[config.mk]
export PLATFORM = sky130hd
export DESIGN_NAME = sp_ctl_mc
export DESIGN_NICKNAME = d
export VERILOG_FILES = /design/src/rtl/sp_pkg.sv /design/src/rtl/sp_regfile.sv /design/src/rtl/sp_ctl_mc.sv
export SDC_FILE = /design/constraint.sdc
export NUM_CORES = 1
export LEC_CHECK = 0
export CAP_MARGIN = 10
export CORE_MARGIN = 2
export CORE_UTILIZATION = 66
export CTS_BUF_LIST = sky130_fd_sc_hd__clkbuf_4
export CTS_CLUSTER_DIAMETER = 80
export DETAILED_ROUTE_END_ITERATION = 7
export DONT_BUFFER_PORTS = 1
export PLACE_DENSITY = 0.8
export SLEW_MARGIN = 40
export SYNTH_ARGS = -nofsm -noshare
export SYNTH_HDL_FRONTEND = slang
export SYNTH_SLANG_ARGS = --single-unit
[constraint.sdc]
create_clock -name clk -period 5.55 [get_ports clk]
set_input_delay 1.11 -clock clk [delete_from_list [all_inputs] [get_ports clk]]
set_output_delay 1.11 -clock clk [all_outputs]
set_load 0.05 [all_outputs]
[src/rtl/sp_pkg.sv]
// SP processor shared definitions: opcodes, FSM states, instruction field
// positions and opcode-class helpers.
package sp_pkg;
  localparam int INST_W = 30;
  localparam int OP_HI  = 29, OP_LO  = 25;
  localparam int DST_HI = 24, DST_LO = 22;
  localparam int S0_HI  = 21, S0_LO  = 19;
  localparam int S1_HI  = 18, S1_LO  = 16;
  localparam int IMM_HI = 15, IMM_LO = 0;

  typedef enum logic [4:0] {
    OP_ADD = 5'd0,  OP_SUB = 5'd1,  OP_LSF = 5'd2,  OP_RSF = 5'd3,
    OP_AND = 5'd4,  OP_OR  = 5'd5,  OP_XOR = 5'd6,  OP_LHI = 5'd7,
    OP_LD  = 5'd8,  OP_ST  = 5'd9,
    OP_JLT = 5'd16, OP_JLE = 5'd17, OP_JEQ = 5'd18, OP_JNE = 5'd19,
    OP_JIN = 5'd20, OP_HLT = 5'd24
  } opcode_t;

  typedef enum logic [2:0] {
    S_IDLE, S_FETCH, S_DEC, S_RD, S_EX, S_MEM, S_WB, S_HALT
  } state_t;

  function automatic logic is_alu(input logic [4:0] op);
    return op <= OP_LHI;
  endfunction

  function automatic logic is_jump(input logic [4:0] op);
    return (op >= OP_JLT) && (op <= OP_JNE);
  endfunction
endpackage

[src/rtl/sp_regfile.sv]
// SP register file: r0 reads zero, r1 reads the current immediate,
// r2..r7 are stored; writes to r0/r1 fall on the floor.
module sp_regfile #(
  parameter int DATA_W = 32
) (
  input  logic              clk,
  input  logic              reset,
  input  logic [2:0]        ra0,
  input  logic [2:0]        ra1,
  input  logic [DATA_W-1:0] imm,
  output logic [DATA_W-1:0] rd0,
  output logic [DATA_W-1:0] rd1,
  input  logic              we,
  input  logic [2:0]        wa,
  input  logic [DATA_W-1:0] wd
);
  logic [7:2][DATA_W-1:0] regs;

  always_ff @(posedge clk) begin
    if (reset) regs <= '0;
    else if (we)
      for (int i = 2; i < 8; i++)
        if (wa == 3'(i)) regs[i] <= wd;
  end

  always_comb begin
    rd0 = '0;
    rd1 = '0;
    for (int i = 2; i < 8; i++) begin
      if (ra0 == 3'(i)) rd0 = regs[i];
      if (ra1 == 3'(i)) rd1 = regs[i];
    end
    if (ra0 == 3'd1) rd0 = imm;
    if (ra1 == 3'd1) rd1 = imm;
  end
endmodule

[src/rtl/sp_ctl_mc.sv]
// Multicycle SP control unit: fetch/decode/execute against an external ALU,
// memory through a variable-latency req/ready handshake with optional timeout.
module sp_ctl_mc
  import sp_pkg::*;
#(
  parameter int DATA_W       = 32,
  parameter int ADDR_W       = 16,
  parameter int RESET_PC     = 0,
  parameter int WAIT_TIMEOUT = 0
) (
  input  logic              clk,
  input  logic              reset,
  input  logic              start,
  output logic              mem_req,
  output logic              mem_we,
  output logic [ADDR_W-1:0] mem_addr,
  output logic [DATA_W-1:0] mem_wdata,
  input  logic [DATA_W-1:0] mem_rdata,
  input  logic              mem_ready,
  output logic [4:0]        alu_op,
  output logic [DATA_W-1:0] alu_a,
  output logic [DATA_W-1:0] alu_b,
  input  logic [DATA_W-1:0] alu_out,
  output logic              busy,
  output logic              halted,
  output logic              err,
  output logic [ADDR_W-1:0] pc_out,
  output logic [31:0]       instr_count
);
  state_t            state, state_nx;
  logic [INST_W-1:0] inst;
  logic [4:0]        op;
  logic [2:0]        dst, src0, src1;
  logic [DATA_W-1:0] imm, aluout, ld_data, rd0, rd1;
  logic [ADDR_W-1:0] pc;
  logic [31:0]       wait_cnt;
  logic              tmo, link, rf_we;
  logic [2:0]        rf_wa;
  logic [DATA_W-1:0] rf_wd;

  assign mem_req   = (state == S_FETCH) || (state == S_MEM);
  assign mem_we    = (state == S_MEM) && (op == OP_ST);
  assign mem_addr  = (state == S_MEM) ? alu_b[ADDR_W-1:0] : pc;
  assign mem_wdata = alu_a;
  assign busy      = (state != S_IDLE) && (state != S_HALT);
  assign halted    = (state == S_HALT);
  assign pc_out    = pc;

  // wait_cnt counts unanswered cycles of the current request
  assign tmo  = (WAIT_TIMEOUT > 0) && mem_req && !mem_ready &&
                (wait_cnt == 32'(WAIT_TIMEOUT - 1));
  assign link = (state == S_WB) && ((is_jump(op) && aluout != '0) || op == OP_JIN);

  sp_regfile #(.DATA_W(DATA_W)) u_rf (
    .clk   (clk),
    .reset (reset),
    .ra0   ((op == OP_LHI) ? dst : src0),
    .ra1   (src1),
    .imm   (imm),
    .rd0   (rd0),
    .rd1   (rd1),
    .we    (rf_we),
    .wa    (rf_wa),
    .wd    (rf_wd)
  );

  always_comb begin
    rf_we = 1'b0;
    rf_wa = dst;
    rf_wd = aluout;
    if (state == S_WB) begin
      if (is_alu(op)) rf_we = 1'b1;
      else if (op == OP_LD) begin
        rf_we = 1'b1;
        rf_wd = ld_data;
      end else if (link) begin
        rf_we = 1'b1;
        rf_wa = 3'd7;
        rf_wd = DATA_W'(pc);
      end
    end
  end

  always_comb begin
    state_nx = state;
    case (state)
      S_IDLE:  if (start) state_nx = S_FETCH;
      S_FETCH: if (tmo) state_nx = S_HALT;
               else if (mem_ready) state_nx = S_DEC;
      S_DEC:   state_nx = S_RD;
      S_RD:    state_nx = S_EX;
      S_EX:    state_nx = (op == OP_LD || op == OP_ST) ? S_MEM : S_WB;
      S_MEM:   if (tmo) state_nx = S_HALT;
               else if (mem_ready) state_nx = S_WB;
      S_WB:    state_nx = (op == OP_HLT) ? S_HALT : S_FETCH;
      S_HALT:  if (start) state_nx = S_FETCH;
      default: state_nx = S_IDLE;
    endcase
  end

  always_ff @(posedge clk) begin
    if (reset) begin
      state       <= S_IDLE;
      pc          <= ADDR_W'(RESET_PC);
      inst        <= '0;
      op          <= '0;
      dst         <= '0;
      src0        <= '0;
      src1        <= '0;
      imm         <= '0;
      alu_op      <= '0;
      alu_a       <= '0;
      alu_b       <= '0;
      aluout      <= '0;
      ld_data     <= '0;
      err         <= 1'b0;
      instr_count <= '0;
      wait_cnt    <= '0;
    end else begin
      state    <= state_nx;
      wait_cnt <= (mem_req && !mem_ready) ? wait_cnt + 32'd1 : '0;
      if (tmo) err <= 1'b1;
      case (state)
        S_IDLE, S_HALT: if (start) pc <= ADDR_W'(RESET_PC);
        S_FETCH: if (mem_ready) inst <= INST_W'(mem_rdata);
        S_DEC: begin
          op   <= inst[OP_HI:OP_LO];
          dst  <= inst[DST_HI:DST_LO];
          src0 <= inst[S0_HI:S0_LO];
          src1 <= inst[S1_HI:S1_LO];
          imm  <= DATA_W'($signed(inst[IMM_HI:IMM_LO]));
        end
        S_RD: begin
          alu_op <= op;
          alu_a  <= rd0;
          alu_b  <= (op == OP_LHI) ? imm : rd1;
        end
        S_EX:  aluout <= alu_out;
        S_MEM: if (mem_ready && op == OP_LD) ld_data <= mem_rdata;
        S_WB: begin
          instr_count <= instr_count + 32'd1;
          // link reads the pre-jump pc, so r7 gets the jump's own address
          if (link && op == OP_JIN) pc <= alu_a[ADDR_W-1:0];
          else if (link)            pc <= imm[ADDR_W-1:0];
          else                      pc <= pc + ADDR_W'(1);
        end
        default: ;
      endcase
    end
  end
endmodule

---- After elaboration in Yosys (flattened, before gate mapping) ----
Cells that the tools add are included.
storage, ports and cells
  word-level logic and storage cells ...... 125
  input bits .............................. 68
  ROM bits ................................ 0
  output and inout port bits .............. 170
  latch bits .............................. 0
  memory bits (writable) .................. 0
  register bits after elaboration ......... 436
  memories ................................ 0
cells by class
  bitwise operators ....................... 0
  mux-type cells .......................... 39
  multipliers ............................. 0
  order comparisons ....................... 3
  equality and inequality tests ........... 36
  reductions and logical operators ........ 25
  add/sub/neg operators ................... 2
  shifts and indexed selects .............. 0
  divide/modulo/power cells ............... 0
operator list
  kind                                                                   count
  32-bit 2-to-1 mux                                                      19
  16-bit 2-to-1 mux                                                      4
  3-bit == test, second input constant                                   16
  32-bit by 1-bit adder with 32-bit output, second input constant        1
  16-bit case mux with 2 select lines                                    1
  32-bit nonzero test                                                    1
  3-bit 2-to-1 mux                                                       9
  3-bit by 2-bit == test with 1-bit output, second input constant        8
  3-bit case mux with 7 select lines                                     1
  2-bit AND reduction                                                    9
  16-bit by 1-bit adder with 16-bit output, second input constant        1
  5-bit by 4-bit == test with 1-bit output, second input constant        2
  5-bit == test, second input constant                                   2
  3-bit by 1-bit == test with 1-bit output, second input constant        3
  1-bit logical AND                                                      7
  5-bit by 3-bit == test with 1-bit output, second input constant        1
  5-bit >= comparator, second input constant                             1
  5-bit by 3-bit <= comparator with 1-bit output, second input constant  1
  5-bit <= comparator, second input constant                             1
  1-bit 2-to-1 mux                                                       4
  2-bit inequality test, second input constant                           2
  3-bit zero test                                                        1
  1-bit logical OR                                                       3
  3-bit inequality test, second input constant                           1
  other kinds (6)                                                        6

---- Logic depth before layout (Yosys ltp) ----
  depth after elaboration ................. 11
  mapped depth ............................ 10
  gate-level depth less buffers ........... 6

---- Hierarchy ----
A second synthesis with hierarchy kept.
unflattened totals
  cell total of the unflattened synthesis .. 2,701
  area total of the unflattened synthesis .. 21,330.5 µm²
by module, submodules not included
  module      area each (µm²)  sequential area each (µm²)  times used  cells an instance
  sp_ctl_mc   10,909.2         4,884.7                     1           1,373
  sp_regfile  10,421.2         3,843.7                     1           1,328

---- Least setup slack after synthesis ----
Ideal clock, no wire load.
  kind .................................... reg2out
  start ................................... register state[0]
  end ..................................... output port mem_we
  path buffers ............................ 1
  arrival ................................. 2.606 ns
  stages on the path, launching flop included .. 6
  required time ........................... 4.440 ns
  slack ................................... 1.834 ns
  path through ............................ dfxtp_1 inv_1 nor2_1 nand2_1 clkbuf_1 nor2_1
on the way
  longest elaborated chain between the ends .. 2
ends and longest elaborated chain
  what                    RTL line          source
  start, declared         sp_ctl_mc.sv:30   state_t state, state_nx;
  start signal, assigned  sp_ctl_mc.sv:120  state <= state_nx;
  3-bit == test           sp_ctl_mc.sv:42   assign mem_we = (state == S_MEM) && (op == OP_ST);
  1-bit logical AND       sp_ctl_mc.sv:42
  end, declared           sp_ctl_mc.sv:15   output logic mem_we,
No other way between the ends.

---- Worst setup path after layout ----
  start ................................... register state[0]
  end ..................................... output port mem_addr[0]
on the way
  longest elaborated chain between the ends .. 2
ends and longest elaborated chain
  what               RTL line         source
  3-bit == test      sp_ctl_mc.sv:43  assign mem_addr = (state == S_MEM) ? alu_b[ADDR_W-1:0] : pc;
  16-bit 2-to-1 mux  sp_ctl_mc.sv:43
  end, declared      sp_ctl_mc.sv:16  output logic [ADDR_W-1:0] mem_addr,
No other way between the ends.

==> flow_summary.json <==
{
  "drive_gt1_frac": 0.136,
  "die_area_um2": 33300,
  "synth_flop_cell": "dfxtp_1",
  "period_minus_slack_ps": 4130,
  "switching_power_w": 0.00220,
  "grt_first_pass_wirelength_um": 110000,
  "hold_ws_ps": 377,
  "pwr-share-comb": 0.103,
  "start_util": 0.667,
  "crit_path_max_incr_delay_ps": 590,
  "grt_overflow": 0,
  "grt_setup_unrepaired": "no",
  "wl_per_cell_um": 23.5,
  "yosysWarningCount": 0,
  "grt_max_degree": 437,
  "cp.required_ps": 4440,
  "first_pass_iters": 6,
  "hold_viol": 0,
  "p_leak_nw": 7.56,
  "setup-violations-final": 0,
  "port_buffers": 0,
  "register_area_um2": 8770,
  "tns_ps": 0,
  "drc": 0,
  "drv_slew": 0,
  "dr_total_vias": 21000,
  "holdPathStages": 1,
  "postCtsHoldBufs": 0,
  "crit_type": "reg -> out",
  "p_clk_frac": 0.377,
  "powerDensity_nw_per_um2": 308,
  "area_delta_synth_final_pct": 6.49,
  "gr-usage-met2": 0.659,
  "core-area_um2": 31500,
  "async_flop_share": 0,
  "period_share": 0.745,
  "fmax_mhz": 242,
  "cts_tree": "built",
  "crit_path_end_kind": "primary output",
  "ys_seq_elements": 436,
  "arrival_ps": 3020,
  "dp_hpwl_um": 45000,
  "cts_setup_buffers": 0,
  "critPathLaunchType": "register",
  "min_to": "inst[2]$_SDFFE_PP0P_",
  "synth_edf_count": 0,
  "ys_types": 65,
  "timing.rr.end": "u_rf.regs[177]$_SDFFE_PP0P_",
  "power_frac_seq": 0.521,
  "worst_pin_slew_ps": 1250,
  "syn_area_um2": 21000,
  "cts.sinks": 436,
  "slew_headroom": 0.167,
  "cpMaxStageDelayCell": "dfxtp_1",
  "clockBufferDepth": 3,
  "cts-htree-levels": 3,
  "cts_resized": 0,
  "skew_ps": 42.1,
  "num_rows": 65,
  "gr-usage-met3": 0.111,
  "path_cells": "inv_1, nor2_1, buf_4, nand2_2, mux2_2",
  "grt_pass1_vias": 19400,
  "clk_pin_slew_ps": 70,
  "die_w_um": 182,
  "cap_viol_max_count": 0,
  "antenna_left": 0,
  "reg2reg_setup_slack_ps": 1990,
  "p_int_w": 0.00470,
  "gr-usage-met1": 0.520,
  "syn_inst": 2698,
  "drtIter0Drc": 2839,
  "busiest_layer": "met2",
  "worst_r2r_path_depth": 6,
  "num-nets-final": 2672,
  "peakVddDrop_mv": 0.260,
  "crit_fanout": 19,
  "r2r_start": "state[2]$_SDFFE_PP0P_",
  "total_power_w": 0.00690,
  "die_y_um": 182,
  "cts-root-buf": "clkbuf_4",
  "fillers": 2571,
  "grt_antenna_before_repair": 2,
  "globalplace.congestion": 0.960,
  "syn_area_per_cell_um2": 7.79,
  "insertion_delay_ps": 850,
  "hp-class": "in -> reg",
  "hp-start": "reset",
  "drt_wl_total_um": 72600,
  "grt_usage": 0.427,
  "viasPerCell": 6.80,
  "status": "finished, final reports clean",
  "syn-num-nets": 2768,
  "cts_buffers": 108,
  "final_core_util": 0.711,
  "ios": 238,
  "p_sw_frac": 0.319,
  "multi_input_area_um2": 11300,
  "seq_area_frac_synth": 0.416
}
## cell families (layout without fill, tap and decap cells)
family	Yosys count	count (layout)	share of synthesized area
XOR/XNOR	42	42	0.0175
buffers and inverters	285	269	0.0597
AND/OR/NAND/NOR	1103	1103	0.229
other	1	2	0.000179
multiplexers	122	122	0.0621
adder cells (fa/ha/maj)	2	2	0.00119
AO/OA/AOI/OAI	707	707	0.215
flip-flops	436	436	0.416
## cells in the mapped netlist (all sizes together) (18+ instances only)
cell type | number | area [um^2]
a21o | 19 | 143
mux2 | 63 | 713
nand3 | 68 | 340
buf | 81 | 488
a21oi | 311 | 1560
o22a | 21 | 184
nand2 | 456 | 1710
mux2i | 59 | 591
nor3 | 144 | 802
dfxtp | 436 | 8730
o21ai | 105 | 529
nor2 | 332 | 1250
xnor2 | 24 | 210
a22oi | 46 | 345
inv | 22 | 82.6
clkbuf | 171 | 642
a211oi | 50 | 375
xor2 | 18 | 158
a221oi | 51 | 453
## area by class of cell
class                      count  area share
clock inverter                44     0.00895
timing repair buffer          46      0.0183
multi-input combinational   1977       0.504
sequential                   436       0.392
tap                          402      0.0225
clock buffer                 146      0.0490
inverter                      33     0.00554
antenna                        1    0.000112
## placed cells by master, fill, tap and decap left out, types with 10 or more instances in the layout
master,count
o41ai_2,10
xnor2_1,24
nor3_1,124
o22ai_1,17
xor2_1,18
nor4_1,12
a22oi_1,46
a211oi_1,48
nand3b_1,17
o22a_1,21
mux2_2,62
a221o_1,13
nor3_2,13
nand2_1,451
nand4_1,16
inv_1,21
dfxtp_1,406
nand3_1,64
nor2_1,329
nor2b_1,12
o21ai_0,76
clkinv_1,43
buf_4,41
a21oi_1,311
and3_1,13
mux2i_1,57
a21o_1,18
o21ai_1,24
o221ai_1,12
dfxtp_2,29
clkbuf_4,146
a221oi_1,50
## metrics by stage
stage / cells / area (um^2) / worst slack (ps)
2_1_floorplan: 2698 / 21000 / 1830
3_3_place_gp: 2890 / 20800 / 2020
3_5_place_dp: 2894 / 21000 / 1770
4_1_cts: 3084 / 22300 / 1290
5_1_grt: 3085 / 22400 / 1270
6_report: 3085 / 22400 / 1420
## power by group through the flow
stage / clock network, W / logic, W / registers, W
final: 0.00260 / 0.000708 / 0.00359
after global routing: 0.00279 / 0.000758 / 0.00360
after CTS: 0.00260 / 0.000686 / 0.00359
after detailed placement: 0 / 0.000683 / 0.00366
after global placement: 0 / 0.000667 / 0.00365
after floorplan: 0 / 0.000627 / 0.00353
## worst max-delay path by stage
stage	start	end	cells after the start
5_1_grt	state[0]$_SDFFE_PP0P_	mem_addr[0]	5
3_3_place_gp	state[0]$_SDFFE_PP0P_	mem_addr[11]	5
3_5_place_dp	dst[0]$_SDFFE_PP0P_	alu_a[0]$_SDFFE_PP0N_	6
2_1_floorplan	state[0]$_SDFFE_PP0P_	mem_we	5
4_1_cts	state[1]$_SDFFE_PP0P_	busy	3
6_report	state[0]$_SDFFE_PP0P_	mem_addr[0]	5
## per-layer routing
| layer | vias up | wire (um) |
|---|---|---|
| met3 | 339 | 8900 |
| met1 | 9797 | 26300 |
| met5 | - | 8 |
| met4 | 2 | 5420 |
| li1 | 9346 | - |
| met2 | 1501 | 32000 |
## registers in the layout (all words and copies together), names as in the netlist, 5 cells and up
register,count
alu_a,32
alu_b,32
alu_op,5
aluout,32
imm,16
inst,30
instr_count,32
ld_data,32
op,5
pc_out,16
u_rf.regs,192
## critical path, delay by kind of cell, from the launching register on
family	cells	cell delay (ps)
multiplexers	1	550
AND/OR/NAND/NOR	2	530
buffers and inverters	2	500
flip-flops	1	590
No activity file was read; power rests on OpenSTA's default activity.
